===== config.mk =====
export PLATFORM = sky130hd
export DESIGN_NAME = sensor_scan_scheduler
export DESIGN_NICKNAME = d
export VERILOG_FILES = /design/src/rtl/sensor_scan_scheduler.sv
export SDC_FILE = /design/constraint.sdc
export NUM_CORES = 1
export LEC_CHECK = 0
export ABC_AREA = 1
export CAP_MARGIN = 0
export CORE_MARGIN = 4
export CORE_UTILIZATION = 50
export DETAILED_ROUTE_END_ITERATION = 16
export PLACE_DENSITY = 0.71
export SYNTH_ARGS = -nofsm -noshare
export SYNTH_HDL_FRONTEND = slang
export SYNTH_SLANG_ARGS = --single-unit

===== constraint.sdc =====
create_clock -name i_clk -period 2.2 [get_ports i_clk]
set_clock_uncertainty 0.1 [all_clocks]
set_input_delay 0.44 -clock i_clk [delete_from_list [all_inputs] [get_ports i_clk]]
set_output_delay 0.44 -clock i_clk [all_outputs]
set_load 0.05 [all_outputs]

===== src/rtl/sensor_scan_scheduler.sv =====
// ---------------------------------------------------------------------------
// sensor_scan_scheduler
//
// Round-robin scheduler for up to four ultrasonic range sensors. One sensor
// at a time is fired, its echo pulse is timed and converted to centimetres,
// and a single tagged result is handed downstream over valid/ready. A
// hold-off gap after every handshake keeps one sensor's ping from being
// heard by the next one. One clock cycle is 1 us.
//
// Ports
//   i_clk           clock (1 MHz)
//   i_reset         synchronous, active-high reset
//   i_enable        run scanning
//   i_sensor_mask   1 = sensor takes part in the scan (sampled only at SELECT)
//   i_echo          asynchronous echo inputs, one per sensor
//   o_trigger       trigger outputs, at most one high at a time
//   o_result_valid  result available
//   i_result_ready  consumer accepts the result
//   o_result_id     sensor index of the result
//   o_result_cm     distance in cm
//   o_result_err    00 ok, 01 too close, 10 timeout / no echo
//   o_busy          high in every state except IDLE
// ---------------------------------------------------------------------------
module sensor_scan_scheduler #(
   parameter int N_SENS          = 4,
   parameter int TRIG_CYCLES     = 10,
   parameter int TIMEOUT_CYCLES  = 23200,
   parameter int MIN_ECHO_CYCLES = 116,
   parameter int CM_DIV          = 58,
   parameter int HOLDOFF_CYCLES  = 25000
) (
   input  logic              i_clk,
   input  logic              i_reset,
   input  logic              i_enable,
   input  logic [N_SENS-1:0] i_sensor_mask,
   input  logic [N_SENS-1:0] i_echo,
   output logic [N_SENS-1:0] o_trigger,
   output logic              o_result_valid,
   input  logic              i_result_ready,
   output logic [1:0]        o_result_id,
   output logic [8:0]        o_result_cm,
   output logic [1:0]        o_result_err,
   output logic              o_busy
);

   typedef enum logic [2:0] {
      S_IDLE      = 3'd0,
      S_SELECT    = 3'd1,
      S_TRIG      = 3'd2,
      S_WAIT_ECHO = 3'd3,
      S_MEASURE   = 3'd4,
      S_REPORT    = 3'd5,
      S_HOLDOFF   = 3'd6
   } state_t;

   localparam logic [16:0] TRIG_LAST    = 17'(TRIG_CYCLES - 1);
   localparam logic [16:0] TIMEOUT_LAST = 17'(TIMEOUT_CYCLES - 1);
   localparam logic [16:0] TIMEOUT_W    = 17'(TIMEOUT_CYCLES);
   localparam logic [16:0] MIN_W        = 17'(MIN_ECHO_CYCLES);
   localparam logic [16:0] PRE_LAST     = 17'(CM_DIV - 1);
   localparam logic [16:0] HOLD_LAST    = 17'(HOLDOFF_CYCLES - 1);
   localparam logic [1:0]  LAST_ID_RST  = 2'(N_SENS - 1);
   localparam logic [1:0]  ERR_OK       = 2'b00;
   localparam logic [1:0]  ERR_CLOSE    = 2'b01;
   localparam logic [1:0]  ERR_TIMEOUT  = 2'b10;

   // Counters hold at all-ones instead of wrapping.
   function automatic logic [16:0] sat_inc17(input logic [16:0] v);
      return (v == 17'h1FFFF) ? v : v + 17'd1;
   endfunction

   function automatic logic [8:0] sat_inc9(input logic [8:0] v);
      return (v == 9'h1FF) ? v : v + 9'd1;
   endfunction

   // First set mask bit strictly after 'last', wrapping. The mask is padded to
   // four bits so absent sensors read as 0 and a mod-4 walk covers everything;
   // k = 4 lands back on 'last' itself, so a lone sensor re-picks itself.
   function automatic logic [1:0] rr_pick(input logic [N_SENS-1:0] mask,
                                          input logic [1:0]        last);
      logic [3:0] m4;
      logic [1:0] idx;
      logic [1:0] pick;
      logic       found;
      m4    = 4'(mask);
      pick  = last;
      found = 1'b0;
      for (int k = 1; k <= 4; k++) begin
         idx = last + 2'(k);
         if (!found && m4[idx]) begin
            pick  = idx;
            found = 1'b1;
         end
      end
      return pick;
   endfunction

   state_t            state_q, state_d;
   logic [16:0]       timer_q, timer_d;
   logic [16:0]       width_q, width_d;
   logic [16:0]       presc_q, presc_d;
   logic [8:0]        cm_q, cm_d;
   logic [1:0]        id_q, id_d;
   logic [1:0]        last_id_q, last_id_d;
   logic [N_SENS-1:0] sync1_q, sync2_q;
   logic              echo_prev_q, echo_prev_d;
   logic [N_SENS-1:0] trig_q, trig_d;
   logic              valid_q, valid_d;
   logic [1:0]        res_id_q, res_id_d;
   logic [8:0]        res_cm_q, res_cm_d;
   logic [1:0]        res_err_q, res_err_d;
   logic              busy_q, busy_d;

   logic [3:0]        sync4;
   logic              echo_sel;
   logic              echo_rise;
   logic              echo_fall;
   logic [16:0]       width_inc;
   logic [16:0]       presc_inc;
   logic [8:0]        cm_inc;

   // Next-state, counter and output-register computation.
   always_comb begin
      state_d     = state_q;
      timer_d     = timer_q;
      width_d     = width_q;
      presc_d     = presc_q;
      cm_d        = cm_q;
      id_d        = id_q;
      last_id_d   = last_id_q;
      res_id_d    = res_id_q;
      res_cm_d    = res_cm_q;
      res_err_d   = res_err_q;

      sync4       = 4'(sync2_q);
      echo_sel    = sync4[id_q];
      echo_prev_d = echo_sel;
      echo_rise   = echo_sel & ~echo_prev_q;
      echo_fall   = ~echo_sel & echo_prev_q;

      // Values as they stand after counting the current MEASURE cycle, so the
      // falling-edge cycle (the last high cycle of the delayed echo) is included.
      width_inc = sat_inc17(width_q);
      if (presc_q == PRE_LAST) begin
         presc_inc = 17'd0;
         cm_inc    = sat_inc9(cm_q);
      end else begin
         presc_inc = sat_inc17(presc_q);
         cm_inc    = cm_q;
      end

      case (state_q)
         S_IDLE: begin
            if (i_enable && (i_sensor_mask != '0)) begin
               state_d = S_SELECT;
            end else begin
               state_d = S_IDLE;
            end
         end
         S_SELECT: begin
            if (i_sensor_mask == '0) begin
               state_d = S_IDLE;
            end else begin
               id_d      = rr_pick(i_sensor_mask, last_id_q);
               last_id_d = id_d;
               timer_d   = 17'd0;
               state_d   = S_TRIG;
            end
         end
         S_TRIG: begin
            if (timer_q == TRIG_LAST) begin
               timer_d = 17'd0;
               state_d = S_WAIT_ECHO;
            end else begin
               timer_d = sat_inc17(timer_q);
            end
         end
         S_WAIT_ECHO: begin
            if (echo_rise) begin
               width_d = 17'd0;
               presc_d = 17'd0;
               cm_d    = 9'd0;
               state_d = S_MEASURE;
            end else if (timer_q == TIMEOUT_LAST) begin
               res_id_d  = id_q;
               res_cm_d  = 9'd0;
               res_err_d = ERR_TIMEOUT;
               state_d   = S_REPORT;
            end else begin
               timer_d = sat_inc17(timer_q);
            end
         end
         S_MEASURE: begin
            width_d = width_inc;
            presc_d = presc_inc;
            cm_d    = cm_inc;
            if (width_inc >= TIMEOUT_W) begin
               res_id_d  = id_q;
               res_cm_d  = 9'd0;
               res_err_d = ERR_TIMEOUT;
               state_d   = S_REPORT;
            end else if (echo_fall) begin
               res_id_d = id_q;
               if (width_inc < MIN_W) begin
                  res_cm_d  = 9'd0;
                  res_err_d = ERR_CLOSE;
               end else begin
                  res_cm_d  = cm_inc;
                  res_err_d = ERR_OK;
               end
               state_d = S_REPORT;
            end else begin
               state_d = S_MEASURE;
            end
         end
         S_REPORT: begin
            if (i_result_ready) begin
               timer_d = 17'd0;
               state_d = S_HOLDOFF;
            end else begin
               state_d = S_REPORT;
            end
         end
         S_HOLDOFF: begin
            if (timer_q == HOLD_LAST) begin
               if (i_enable && (i_sensor_mask != '0)) begin
                  state_d = S_SELECT;
               end else begin
                  state_d = S_IDLE;
               end
            end else begin
               timer_d = sat_inc17(timer_q);
            end
         end
         default: begin
            state_d = S_IDLE;
         end
      endcase

      // Outputs are registered from the next state so they line up with it.
      if (state_d == S_TRIG) begin
         trig_d = {{(N_SENS-1){1'b0}}, 1'b1} << id_d;
      end else begin
         trig_d = '0;
      end
      valid_d = (state_d == S_REPORT);
      busy_d  = (state_d != S_IDLE);
   end

   // State, counters, echo synchronizer and registered outputs.
   always_ff @(posedge i_clk) begin
      if (i_reset) begin
         state_q     <= S_IDLE;
         timer_q     <= 17'd0;
         width_q     <= 17'd0;
         presc_q     <= 17'd0;
         cm_q        <= 9'd0;
         id_q        <= 2'd0;
         last_id_q   <= LAST_ID_RST;
         sync1_q     <= '0;
         sync2_q     <= '0;
         echo_prev_q <= 1'b0;
         trig_q      <= '0;
         valid_q     <= 1'b0;
         res_id_q    <= 2'd0;
         res_cm_q    <= 9'd0;
         res_err_q   <= 2'd0;
         busy_q      <= 1'b0;
      end else begin
         state_q     <= state_d;
         timer_q     <= timer_d;
         width_q     <= width_d;
         presc_q     <= presc_d;
         cm_q        <= cm_d;
         id_q        <= id_d;
         last_id_q   <= last_id_d;
         sync1_q     <= i_echo;
         sync2_q     <= sync1_q;
         echo_prev_q <= echo_prev_d;
         trig_q      <= trig_d;
         valid_q     <= valid_d;
         res_id_q    <= res_id_d;
         res_cm_q    <= res_cm_d;
         res_err_q   <= res_err_d;
         busy_q      <= busy_d;
      end
   end

   assign o_trigger      = trig_q;
   assign o_result_valid = valid_q;
   assign o_result_id    = res_id_q;
   assign o_result_cm    = res_cm_q;
   assign o_result_err   = res_err_q;
   assign o_busy         = busy_q;

endmodule

# Word level (Yosys, flattened, before mapping)
# Index checks and enable logic that the tools add are counted.
# classes
n_addsub	7
order_cmp	7
eq_ne	25
shift	1
muxes	70
bitwise	6
reduce_logical	19
# ops
operator	count
$mux W17	11
$pmux W17 S5	1
$mux W9	8
$pmux W17 S2	2
$add A17 B1 Y17 const B	3
$eq A17 B17 Y1 const B	3
$pmux W9 S2	2
$eq A17 B15 Y1 const B	2
$mux W2	16
$pmux W3 S7	1
$mux W1	18
$eq A17 B4 Y1 const B	1
$eq A17 B6 Y1 const B	1
$ge A17 B15 Y1 const B	1
$lt A17 B7 Y1 const B	1
$lt A2 B3 Y1 const B	5
$ne A2 B2 Y1 const B	7
$eq A3 B3 Y1 const B	4
$mux W3	4
$bmux W1 S2	5
$add A9 B1 Y9 const B	1
$eq A3 B2 Y1 const B	3
$eq A9 B9 Y1 const B	1
$pmux W2 S2	2
other kinds (20)	32
# totals
ff_bits	95
input_bits	12
out_inout_bits	19
elab_cells	151

# Logic depth before layout (Yosys ltp)
# logic_depth
ltp_word	22
depth_mapped	17
mapped_depth_nobuf	16

# Worst setup path after synthesis
# OpenSTA, ideal clock, no wires.
# synth_timing
kind	reg2reg
startpoint	reg width_q[0]
endpoint	reg res_cm_q[1] (netlist: o_result_cm[1])
setup_time_ns	0.113
arrival_ns	1.973
t_required_ns	1.987
slack_ns	0.014
path_stages_with_launch	16
path_buffers	1
period_less_slack_ns	2.186
cell_sequence	dfxtp_1 ha_1 nand2_2 nor2_4 nand2_4 nor2_8 nand2_4 nand2_1 nand2_2 nor2_4 nand3_4 nand4_4 nand2_4 buf_6 nor2_1 nor2_1
# synth_between
elab_chain_len	7
elab_cells_between_ends	11
classes_between	add/sub (1); order compare (2); eq/ne (2); mux (5); reduce/logical (1)
# synth_rtl
item	line_no	text
start: declaration	100	logic [16:0] width_q, width_d;
start signal: assignment	272	width_q <= width_d;
$add A17 B1 Y17 / $eq A17 B17 Y1 (equally long branches)	69	return (v == 17'h1FFFF) ? v : v + 17'd1;
$mux W17 *	69	
$lt A17 B7 Y1	204	if (width_inc < MIN_W) begin
$mux W9	204	
$mux W9	202	end else if (echo_fall) begin
$mux W9	197	if (width_inc >= TIMEOUT_W) begin
$pmux W9 S2	152	case (state_q)
end signal: assignment	283	res_cm_q <= res_cm_d;
end: declaration	110	logic [8:0] res_cm_q, res_cm_d;
# Every way passes the cells marked *; elsewhere a longest branch is shown, timed or not. The select of a mux whose other input is x is not followed.
# A chain may end at the register's enable or synchronous reset.

# Worst setup path in the final report
# layout_timing
startpoint	reg width_q[5]
endpoint	reg res_cm_q[8] (netlist: o_result_cm[8])
# The elaborated chain is that of the path after synthesis.

==> results.cfg <==
[setup_path]
cp-start-kind = flip-flop
path_cells = nand2_1 > buf_4 > nor2_1 > nand3_1 > nand2_1 > nand3_1 > nor2_2 > nand2_2 > nand2_4 > nand4_4 > nand2_2 > nand2_2 > nand2_1 > nor2_1
critPathBufInv = 1
cpMaxStageDelayCell = dfxtp_2
required_ns = 2.38
critPathTopFamily = simple AND/OR/NAND/NOR gates
arrival_ns = 2.53
end_kind = flip-flop
critPathMaxStageDelay_ns = 0.39
cp_max_fo = 5
critPathKind = flip-flop to flip-flop

[global_route]
first_global_vias = 5750
overflow = 0
grt_pass1_wl_um = 25500
track_usage = 0.241
antenna_found_initial = 0
grt_start_max_net_pins = 24

[clocking]
cts_root_buffer = clkbuf_8
cts_buffer_depth = 2
cts.sinks = 95
insertion_delay_ns = 0.38
hold_buffers = 0
cts-htree-levels = 3
clkTransAtPathRegs_ns = 0.10
cts_made_buffers = 9
cts_tree = built

[layout]
fin_nets = 1026
fin_area_um2 = 7520
antenna_cells = 0
flow.area_growth_from_synthesis_pct = 37.1
final_util = 0.716
fin_cells = 1147
drive_gt1_frac = 0.270

[synth]
ys_seq_area_frac = 0.346
synth.area.top_cells = dfxtp_1 35%, nand2_1 15%, nor2_1 9.4%, inv_1 7.1%, nand3_1 5.7%
synthCells = 859
synth_top_area_cell = dfxtp_1
syn_nets = 878
synth_area_um2 = 5490
yosysMostFrequentCell = nand2_1
ys_top_cells_by_count = 220 x nand2_1, 138 x nor2_1, 104 x inv_1
synth_edf_count = 0
synth.ff_latch_count = 95
synthArstFlopShare = 0
netlist.area_leader.share = 0.346
synth_flop_cell = dfxtp_1
yosysWarnings = 0
synth_cell_types = 40
synth.avg_cell_area_um2 = 6.39

[status]
outcome = finished with violations
violations = setup timing

[timing]
slew_viol_final = 0
worst_pin_slew_ns = 0.561
fmax_mhz = 425
rsz0062_at_grt = yes
hold_viol_final = 0
holdWs_ns = 0.308
fin_crit_ns = 2.35
relSlewSlack = 0.625
layout_setup_ws_ns = -0.151
fin_crit_sh = 1.07
tns_ns = -1.61
report.final.setup_viol = 16

[power_and_ir_drop]
power_mw = 3.32
p_leak_nw = 3.21
ir_drop_uv = 582
power_density_nw_per_um2 = 442

[detailed_routing]
vias = 6169
postRouteAntennaNets = 0
drt_pass1_iterations = 7
drt-initial-drc-count = 450
routed_wl_um = 16300
routedWlPerCell_um = 14.2
vias_per_cell = 5.38
drc = 0

[placement]
port_buffers = 30
hpwl_um = 11000
placed_area_um2 = 6630
place.gp.congestion = 0.948
place_inst = 1107
place_ws_ns = -0.242

[floorplanning]
core_area_um2 = 10500
ios = 31
die-area_um2 = 12700
fp.dieW_um = 113
fp.dieH_um = 113
start_util = 0.522
rows = 37

[flow_run]
max_cap_violations = 0

[min_path]
hold_path.class = flip-flop to flip-flop
kinds of logic (layout without fill, tap and decap cells):
group           Yosys count  after routing  synth area share
simple gates            498            502             0.404
compound gates          116            116             0.118
flops                    95             95             0.346
xor+xnor                 17             17            0.0271
buf+inv                 126            274            0.0887
fa+ha+maj                 7              7            0.0160
tightest hold or removal path: cells and delay by family, from the launching register on:
| family | cells | cell delay (ns) |
|---|---|---|
| DFF | 1 | 0.30 |
| buffers and inverters | 1 | 0.04 |
| and+or+nand+nor | 1 | 0.03 |
flip-flops by register name, summed over array words and instances, names as in the netlist, 2 cells and up:
signal	count
last_id_q	2
width_q	17
sync2_q	4
o_trigger	4
timer_q	17
sync1_q	4
cm_q	9
id_q	2
o_result_cm	9
o_result_err	2
o_result_id	2
presc_q	17
state_q	3
cell usage in the layout (no fill, tap or decap), types with 3 or more instances in the layout:
cell type | Yosys | layout
nand2_1 | 220 | 192
nor2_1 | 138 | 120
buf_4 | 0 | 110
inv_1 | 104 | 97
dfxtp_1 | 95 | 80
a21oi_1 | 57 | 53
nand3_1 | 62 | 50
clkdlybuf4s50_1 | 0 | 30
o21ai_0 | 32 | 29
nand2_2 | 7 | 26
nand4_1 | 19 | 19
nor2_2 | 3 | 15
nand2_4 | 3 | 13
xor2_1 | 14 | 13
dfxtp_2 | 0 | 13
nand3_2 | 1 | 12
buf_6 | 1 | 11
nor2_4 | 4 | 10
clkbuf_8 | 0 | 9
o21a_1 | 8 | 8
nor3_1 | 14 | 8
o211ai_1 | 7 | 7
nor4_1 | 10 | 6
or2_2 | 6 | 6
nor3_2 | 0 | 5
inv_2 | 0 | 5
nor4_2 | 1 | 4
nand3b_1 | 4 | 4
a21oi_2 | 0 | 4
ha_1 | 7 | 4
o21ai_1 | 1 | 3
o21bai_1 | 3 | 3
nand2_8 | 0 | 3
clkinvlp_4 | 0 | 3
what timing repair did:
item                                    in CTS  in global routing
pin swaps                                    9                 36
gates cloned                                 2                  2
endpoints found under the setup margin      28                 60
gates resized for setup                     35                113
setup buffers                                5                 16
power breakdown:
part / switching (mW) / leakage (nW) / internal [mW]
registers: 0.0261 / 0.776 / 1.76
logic: 0.309 / 2.35 / 0.192
clock network: 0.631 / 0.0825 / 0.408
total: 0.966 / 3.21 / 2.36
routing by layer:
metal	share of wire	wire length [um]	vias to the layer above	track usage
met4	0.019	312	0	0.0817
met3	0.054	886	31	0.0326
met1	0.42	6860	2864	0.302
met5	0	0	-	0
met2	0.50	8210	209	0.424
li1	-	-	3065	-
worst paths after layout:
check	start	endpoint	slack, ns	cells after the start
max	width_q[5]	o_result_cm[8]	-0.15	14
min	sync1_q[2]	sync2_q[2]	0.31	2
max reg2reg	width_q[5]	o_result_cm[8]	-0.15	14
min reg2reg	sync1_q[2]	sync2_q[2]	0.31	2
layout make-up:
class	count	area, um^2
clock buffer	10	128
clock inverter	5	35.0
fill	838	2980
inverter	107	414
multi-input combinational	642	3580
sequential	95	1930
tap	136	170
timing repair buffer	152	1270
No activity file was read; power rests on OpenSTA's default activity.
